$ cat src/rtl/traffic_phase_scheduler_pkg.sv
// Shared encodings for the demand-actuated intersection scheduler:
// phase codes, light codes and the Moore light decode.
package traffic_pkg;

  typedef enum logic [2:0] {
    MG  = 3'd0,
    MY  = 3'd1,
    ARC = 3'd2,
    CG  = 3'd3,
    CY  = 3'd4,
    ARM = 3'd5,
    PW  = 3'd6
  } phase_e;

  localparam logic [2:0] RED    = 3'b100;
  localparam logic [2:0] YELLOW = 3'b010;
  localparam logic [2:0] GREEN  = 3'b001;

  // Returns {main, cross}; anything not a road phase is all-red.
  function automatic logic [5:0] lights_of(input logic [2:0] p);
    logic [5:0] l;
    l = {RED, RED};
    case (p)
      3'd0:    l = {GREEN, RED};
      3'd1:    l = {YELLOW, RED};
      3'd3:    l = {RED, GREEN};
      3'd4:    l = {RED, YELLOW};
      default: l = {RED, RED};
    endcase
    return l;
  endfunction

endpackage

$ cat src/rtl/traffic_phase_scheduler_if.sv
// Request inputs and light/status outputs of the scheduler.
// master drives requests; slave is the scheduler side.
interface traffic_phase_scheduler_if;

  logic       tick;
  logic       main_req;
  logic       cross_req;
  logic       ped_req;
  logic       emerg;
  logic [2:0] light_main;
  logic [2:0] light_cross;
  logic       walk;
  logic [2:0] phase;
  logic       ped_pending;

  modport master (
    output tick, main_req, cross_req,
    output ped_req, emerg,
    input  light_main, light_cross,
    input  walk, phase, ped_pending
  );

  modport slave (
    input  tick, main_req, cross_req,
    input  ped_req, emerg,
    output light_main, light_cross,
    output walk, phase, ped_pending
  );

endinterface

$ cat src/rtl/traffic_phase_scheduler_timer.sv
// Elapsed-ticks counter for the current phase: clears on phase
// change, advances on tick, saturates at all-ones.
module traffic_phase_timer #(
  parameter int TW = 4
) (
  input  logic          clk,
  input  logic          reset_n,
  input  logic          clr_i,
  input  logic          tick_i,
  output logic [TW-1:0] elapsed_o
);

  logic [TW-1:0] elapsed_q;
  logic [TW-1:0] elapsed_d;

  always_comb begin
    elapsed_d = elapsed_q;
    if (clr_i) begin
      elapsed_d = '0;
    end else if (tick_i && (elapsed_q != '1)) begin
      elapsed_d = elapsed_q + 1'b1;
    end
  end

  always_ff @(posedge clk or negedge reset_n) begin
    if (!reset_n) begin
      elapsed_q <= '0;
    end else begin
      elapsed_q <= elapsed_d;
    end
  end

  assign elapsed_o = elapsed_q;

endmodule

$ cat src/rtl/traffic_phase_scheduler.sv
// Demand-actuated phase scheduler: main-road rest, cross-road
// service, pedestrian walk and emergency preempt toward main.
module traffic_phase_scheduler #(
  parameter int GREEN_MIN   = 4,
  parameter int GREEN_MAX   = 10,
  parameter int YELLOW_TIME = 2,
  parameter int ALLRED_TIME = 1,
  parameter int WALK_TIME   = 5,
  parameter int TW          = 4
) (
  input  logic                      clk,
  input  logic                      reset_n,
  traffic_phase_scheduler_if.slave  bus
);

  import traffic_pkg::*;

  localparam logic [TW-1:0] GMIN_M1 = TW'(GREEN_MIN - 1);
  localparam logic [TW-1:0] GMAX_M1 = TW'(GREEN_MAX - 1);
  localparam logic [TW-1:0] YEL_M1  = TW'(YELLOW_TIME - 1);
  localparam logic [TW-1:0] AR_M1   = TW'(ALLRED_TIME - 1);
  localparam logic [TW-1:0] WALK_M1 = TW'(WALK_TIME - 1);

  phase_e        state_q;
  phase_e        state_d;
  logic          ped_q;
  logic          ped_d;
  logic          clr;
  logic [TW-1:0] elapsed;
  logic          done_gmin;
  logic          at_gmax;
  logic          done_yel;
  logic          done_ar;
  logic          done_walk;
  logic          demand;
  logic [5:0]    lights;
  logic          unused_main;

  // Main is the rest phase, so its demand never changes sequencing.
  assign unused_main = bus.main_req;

  traffic_phase_timer #(
    .TW (TW)
  ) u_timer (
    .clk       (clk),
    .reset_n   (reset_n),
    .clr_i     (clr),
    .tick_i    (bus.tick),
    .elapsed_o (elapsed)
  );

  assign done_gmin = bus.tick && (elapsed >= GMIN_M1);
  assign at_gmax   = elapsed >= GMAX_M1;
  assign done_yel  = bus.tick && (elapsed >= YEL_M1);
  assign done_ar   = bus.tick && (elapsed >= AR_M1);
  assign done_walk = bus.tick && (elapsed >= WALK_M1);
  assign demand    = bus.cross_req || ped_q;

  always_comb begin
    state_d = state_q;
    unique case (state_q)
      MG: begin
        if (done_gmin && demand && !bus.emerg) state_d = MY;
      end
      MY: begin
        if (done_yel) state_d = ARC;
      end
      ARC: begin
        if (done_ar) begin
          if (bus.emerg)  state_d = ARM;
          else if (ped_q) state_d = PW;
          else            state_d = CG;
        end
      end
      PW: begin
        if (bus.emerg) begin
          state_d = ARM;
        end else if (done_walk) begin
          state_d = bus.cross_req ? CG : ARM;
        end
      end
      CG: begin
        if (bus.emerg) begin
          state_d = CY;
        end else if (done_gmin && (!bus.cross_req || at_gmax)) begin
          state_d = CY;
        end
      end
      CY: begin
        if (done_yel) state_d = ARM;
      end
      ARM: begin
        if (done_ar) state_d = MG;
      end
      default: state_d = ARM;
    endcase
  end

  assign clr = (state_d != state_q);

  // A press on the very edge that enters walk must not be lost.
  always_comb begin
    ped_d = ped_q;
    if (bus.ped_req) begin
      ped_d = 1'b1;
    end else if (state_d == PW && state_q != PW) begin
      ped_d = 1'b0;
    end
  end

  always_ff @(posedge clk or negedge reset_n) begin
    if (!reset_n) begin
      state_q <= MG;
      ped_q   <= 1'b0;
    end else begin
      state_q <= state_d;
      ped_q   <= ped_d;
    end
  end

  assign lights          = lights_of(state_q);
  assign bus.light_main  = lights[5:3];
  assign bus.light_cross = lights[2:0];
  assign bus.walk        = (state_q == PW);
  assign bus.phase       = state_q;
  assign bus.ped_pending = ped_q;

endmodule

$ cat src/flat_wrapper.sv
// flat-port wrapper written by rule: the top's interface ports become plain ports
module traffic_phase_scheduler_flat import traffic_pkg::*;
#(
  parameter int GREEN_MIN   = 4,
  parameter int GREEN_MAX   = 10,
  parameter int YELLOW_TIME = 2,
  parameter int ALLRED_TIME = 1,
  parameter int WALK_TIME   = 5,
  parameter int TW          = 4
)
  (clk, reset_n, bus_tick, bus_main_req, bus_cross_req, bus_ped_req, bus_emerg, bus_light_main, bus_light_cross, bus_walk, bus_phase, bus_ped_pending);
  traffic_phase_scheduler_if bus_i ();
  input  logic clk;
  input  logic reset_n;
  input wire logic [$bits(bus_i.tick)-1:0] bus_tick;
  input wire logic [$bits(bus_i.main_req)-1:0] bus_main_req;
  input wire logic [$bits(bus_i.cross_req)-1:0] bus_cross_req;
  input wire logic [$bits(bus_i.ped_req)-1:0] bus_ped_req;
  input wire logic [$bits(bus_i.emerg)-1:0] bus_emerg;
  output wire logic [$bits(bus_i.light_main)-1:0] bus_light_main;
  output wire logic [$bits(bus_i.light_cross)-1:0] bus_light_cross;
  output wire logic [$bits(bus_i.walk)-1:0] bus_walk;
  output wire logic [$bits(bus_i.phase)-1:0] bus_phase;
  output wire logic [$bits(bus_i.ped_pending)-1:0] bus_ped_pending;
  assign bus_i.tick = bus_tick;
  assign bus_i.main_req = bus_main_req;
  assign bus_i.cross_req = bus_cross_req;
  assign bus_i.ped_req = bus_ped_req;
  assign bus_i.emerg = bus_emerg;
  assign bus_light_main = bus_i.light_main;
  assign bus_light_cross = bus_i.light_cross;
  assign bus_walk = bus_i.walk;
  assign bus_phase = bus_i.phase;
  assign bus_ped_pending = bus_i.ped_pending;
  traffic_phase_scheduler #(.GREEN_MIN(GREEN_MIN), .GREEN_MAX(GREEN_MAX), .YELLOW_TIME(YELLOW_TIME), .ALLRED_TIME(ALLRED_TIME), .WALK_TIME(WALK_TIME), .TW(TW)) u_core (.clk(clk), .reset_n(reset_n), .bus(bus_i));
endmodule
$ cat config.mk
export PLATFORM = sky130hd
export DESIGN_NAME = traffic_phase_scheduler_flat
export DESIGN_NICKNAME = d
export VERILOG_FILES = /design/src/rtl/traffic_phase_scheduler_pkg.sv /design/src/rtl/traffic_phase_scheduler_if.sv /design/src/rtl/traffic_phase_scheduler_timer.sv /design/src/rtl/traffic_phase_scheduler.sv /design/src/flat_wrapper.sv
export SDC_FILE = /design/constraint.sdc
export NUM_CORES = 1
export LEC_CHECK = 0
export CAP_MARGIN = 5
export CELL_PAD_IN_SITES_DETAIL_PLACEMENT = 1
export CELL_PAD_IN_SITES_GLOBAL_PLACEMENT = 1
export CORE_UTILIZATION = 44
export CTS_CLUSTER_DIAMETER = 150
export DETAILED_ROUTE_END_ITERATION = 16
export DONT_BUFFER_PORTS = 1
export GPL_ROUTABILITY_DRIVEN = 0
export PLACE_DENSITY = 0.73
export SYNTH_ARGS = -nofsm -noshare
export SYNTH_HDL_FRONTEND = slang
export SYNTH_SLANG_ARGS = --single-unit
$ cat constraint.sdc
create_clock -name clk -period 2.1 [get_ports clk]
set_input_delay 0.42 -clock clk [delete_from_list [all_inputs] [get_ports clk]]
set_output_delay 0.42 -clock clk [all_outputs]
set_load 0.05 [all_outputs]
==> metrics.log <==
[metrics] Leakage: 0.402 nW
[metrics] cell depth of the worst setup path: 7
[metrics] CTS H-tree depth: 1
[metrics] Min Hold Slack: 273 ps
[metrics] cell taking the most area after synthesis: dfrtp_1
[metrics] Synth Register Bits: 8
[metrics] data required time at the worst endpoint: 2210 ps
[metrics] transition time of the tightest slew-check pin: 461 ps
[metrics] endpoint type of the worst setup path: flop
[metrics] standard-cell row count: 14
[metrics] die height: 44.4 um
[metrics] post-synth cell types: 45
[metrics] Clock Root Buffer: clkbuf_4
[metrics] Nets: 119
[metrics] TritonRoute pass-1 iters: 4
[metrics] list of cells traversed by the critical path: inv_1 -> ha_1 -> nor4bb_4 -> o41ai_2 -> o2111ai_1 -> a32oi_2 -> nor3_1
[metrics] Critical Path End: u_core.u_timer.elapsed_o[1]$_DFFE_PN0P_
[metrics] Port-buffer cells: 0
[metrics] post-synth top area share: 25.3%
[metrics] number of flops mapped to enable cells by yosys: 0
[metrics] via count of the first global-routing pass: 797
[metrics] Worst Hold Class: input port to flop
[metrics] Post-Synthesis Mean Instance Area: 8.43 um2
[metrics] r2r worst-path depth: 7
[metrics] antenna violations before repair: 0
[metrics] maximum number of pins on one net before global-route repair: 15
[metrics] TritonCTS clock tree: yes
[metrics] Slew Limit Fails: 0
[metrics] horizontal die dimension: 44.4 um
[metrics] slack of the critical path: 65.9 ps
[metrics] count of vias placed by the detailed router: 773
[metrics] Peak supply drop: 0.000881 V
[metrics] number of top-level pins: 18
[metrics] top achievable clock speed: 0.492 GHz
[metrics] cell class contributing the biggest share of worst-path delay: compound AO/OA/AOI/OAI gates
[metrics] clock slew at the register clock pins of the worst setup and hold paths: 60 ps
[metrics] Top Layer Used: met4
[metrics] end of the worst register-to-register path: u_core.u_timer.elapsed_o[1]$_DFFE_PN0P_
[metrics] overall global routing resource usage: 25.3%
[metrics] Critical path origin: u_core.u_timer.elapsed_o[0]$_DFFE_PN0P_
[metrics] maxcap violations: 0
[metrics] area of the core: 1590 um2
[metrics] DRT antenna net count: 0
[metrics] post-detail-place hpwl: 1640 um
[metrics] number of antenna repair diodes: 0
[metrics] power density over the cells: 1480 nW/um2
[metrics] instance area at placement: 893 um2
[metrics] Post-synth top flop: dfrtp_1
[metrics] setup repair after global routing missed its margin: yes
[metrics] synthesized net count: 104
[metrics] routed length on met3: 92 um
[metrics] average routed wire per standard cell: 16.9 um
[metrics] Longest Clk Path Bufs: 2
[metrics] # DRC: 0
[metrics] total congestion overflow after global routing: 0
[metrics] final count of hold timing violations: 0
[metrics] filler cell count in the final layout: 198
[metrics] post-placement worst setup slack: 18.4 ps
[metrics] largest stage delay on the critical path: 460 ps
[metrics] clock latency at the later pin of the worst-skew pair: 250 ps
[metrics] Period minus WS final: 2030 ps
[metrics] fraction of registers with async set/reset: 100%
[metrics] most common cell after layout, fill and taps aside: buf_4
[metrics] synthesized instance count: 94
[metrics] class of the most critical setup path: flop to flop
[metrics] number of clock sinks: 8
[metrics] sequential element share of the synthesized area: 25.3%
[metrics] yosys synthesis warning count: 0
[metrics] count of buffering cells on the critical path with inverters included: 1
[metrics] Iteration-0 DRC Markers: 16
[metrics] Worst Path Max Fanout: 5
[metrics] sum of met2 wire segment lengths after detailed routing: 1030 um
[metrics] met1 routed wirelength after detailed routing: 1070 um
[metrics] effective utilization at floorplan: 49.7%
[metrics] skew final: 7.96 ps
[metrics] number of buffers inserted during clock tree synthesis: 3
[metrics] most frequent cells in the layout: 13 x buf_4, 8 x inv_1, 8 x nand2_1
[metrics] ratio of routed vias to standard cells: 5.86
[metrics] outcome: finished clean
[metrics] total standard cell area after synthesis: 792 um2
[metrics] portion of the clock cycle consumed by the worst path in the final layout: 96.9%
[metrics] synth-to-layout area growth: 23.1%
[metrics] register-to-register setup slack: 70 ps
[metrics] Final Routed Wirelength: 2230 um
[metrics] layout cell share with drive strength beyond 1: 34.3%
[metrics] first-pass GRT wire length: 3670 um
[metrics] source of the worst register-to-register timing path: u_core.u_timer.elapsed_o[0]$_DFFE_PN0P_
[metrics] Startpoint Class: flop
[metrics] final count of negative-setup-slack endpoints: 0
[metrics] area of the die: 1970 um2
[metrics] arrival time worst endpoint: 2150 ps
[metrics] Final Instance Area: 975 um2
[metrics] tightest slew margin relative to the limit: 68.9%
[metrics] highest-delay cell along the critical path: o41ai_2
[metrics] leading cell types by total area after synthesis: dfrtp_1 25%, nand2b_1 5.5%, ha_1 4.7%, inv_1 4.3%, nand2_1 3.8%
[area by class of cell]
cell class              count  area (um2)  area share (%)
multi-input cells          73         572            58.7
flip-flops and latches      8         205            21.1
repair buffers             14         108            11.0
inverters                   9        33.8            3.47
well taps                  24        30.0            3.08
clock buffers               4        26.3            2.70
[worst min path at each step]
stage,endpoint,start,cells past startpoint
6_report,u_core.bus.ped_pending$_DFFE_PN0P_,bus_ped_req,1
5_1_grt,u_core.bus.ped_pending$_DFFE_PN0P_,bus_ped_req,1
4_1_cts,u_core.bus.ped_pending$_DFFE_PN0P_,bus_ped_req,1
3_5_place_dp,u_core.bus.phase[0]$_DFF_PN0_,reset_n,0
3_3_place_gp,u_core.bus.ped_pending$_DFFE_PN0P_,reset_n,0
2_1_floorplan,u_core.bus.ped_pending$_DFFE_PN0P_,reset_n,0
[stage by stage]
| step | TNS (ps) | total power, mW | utilization [%] | instances |
|---|---|---|---|---|
| 4_1_cts | 0 | 1.39 | 58.7 | 129 |
| 6_report | 0 | 1.44 | 61.1 | 132 |
| 5_1_grt | -196 | 1.54 | 61.1 | 132 |
| 3_5_place_dp | 0 | 1.25 | 56.0 | 124 |
| 2_1_floorplan | -168 | 1.04 | - | 94 |
| 3_3_place_gp | 0 | 1.22 | 56.0 | 124 |
[routing by layer]
layer | global-route usage (%) | vias to the layer above
li1 | - | 374
met2 | 37.1 | 18
met1 | 38.7 | 375
met4 | 8.48 | 0
met3 | 2.45 | 6
met5 | 0 | -
[synth_stat cells, drive strengths merged (2+ instances only)]
cell type,number
inv,9
dfrtp,8
mux2,2
nand2,8
nand3,3
buf,4
xnor2,2
ha,3
o41ai,2
a21oi,2
o31ai,4
o21ai,2
nor3,6
nor2,5
and3,2
nor2b,2
nand2b,7
and2b,2
[repair_timing]
item / 4_1_cts / 5_1_grt
hold buffers: 1 / 0
setup buffers: 0 / 3
endpoints found under the setup margin: 1 / 4
gates resized for setup: 1 / 4
endpoints found under the hold margin: 8 / 0
pin swaps: 1 / 2
[sequential cells by signal, indices dropped and copies added, names as in the netlist]
signal	cells
u_core.bus.ped_pending	1
u_core.u_timer.elapsed_o	4
u_core.bus.phase	3
[report_power, final]
part | switching (mW) | internal (mW)
logic | 0.663 | 0.355
clock network | 0.0476 | 0.0724
registers | 0.104 | 0.203
[kinds of logic after synthesis]
kind of cell	synth area share (%)
DFF	25.3
muxes	2.84
adders and majority gates	4.74
xor gates and xnor gates	2.21
AOI/OAI and AO/OA	25.0
and+or+nand+nor	32.5
buffers and inverters	7.42
(Power assumes the default switching activity.)
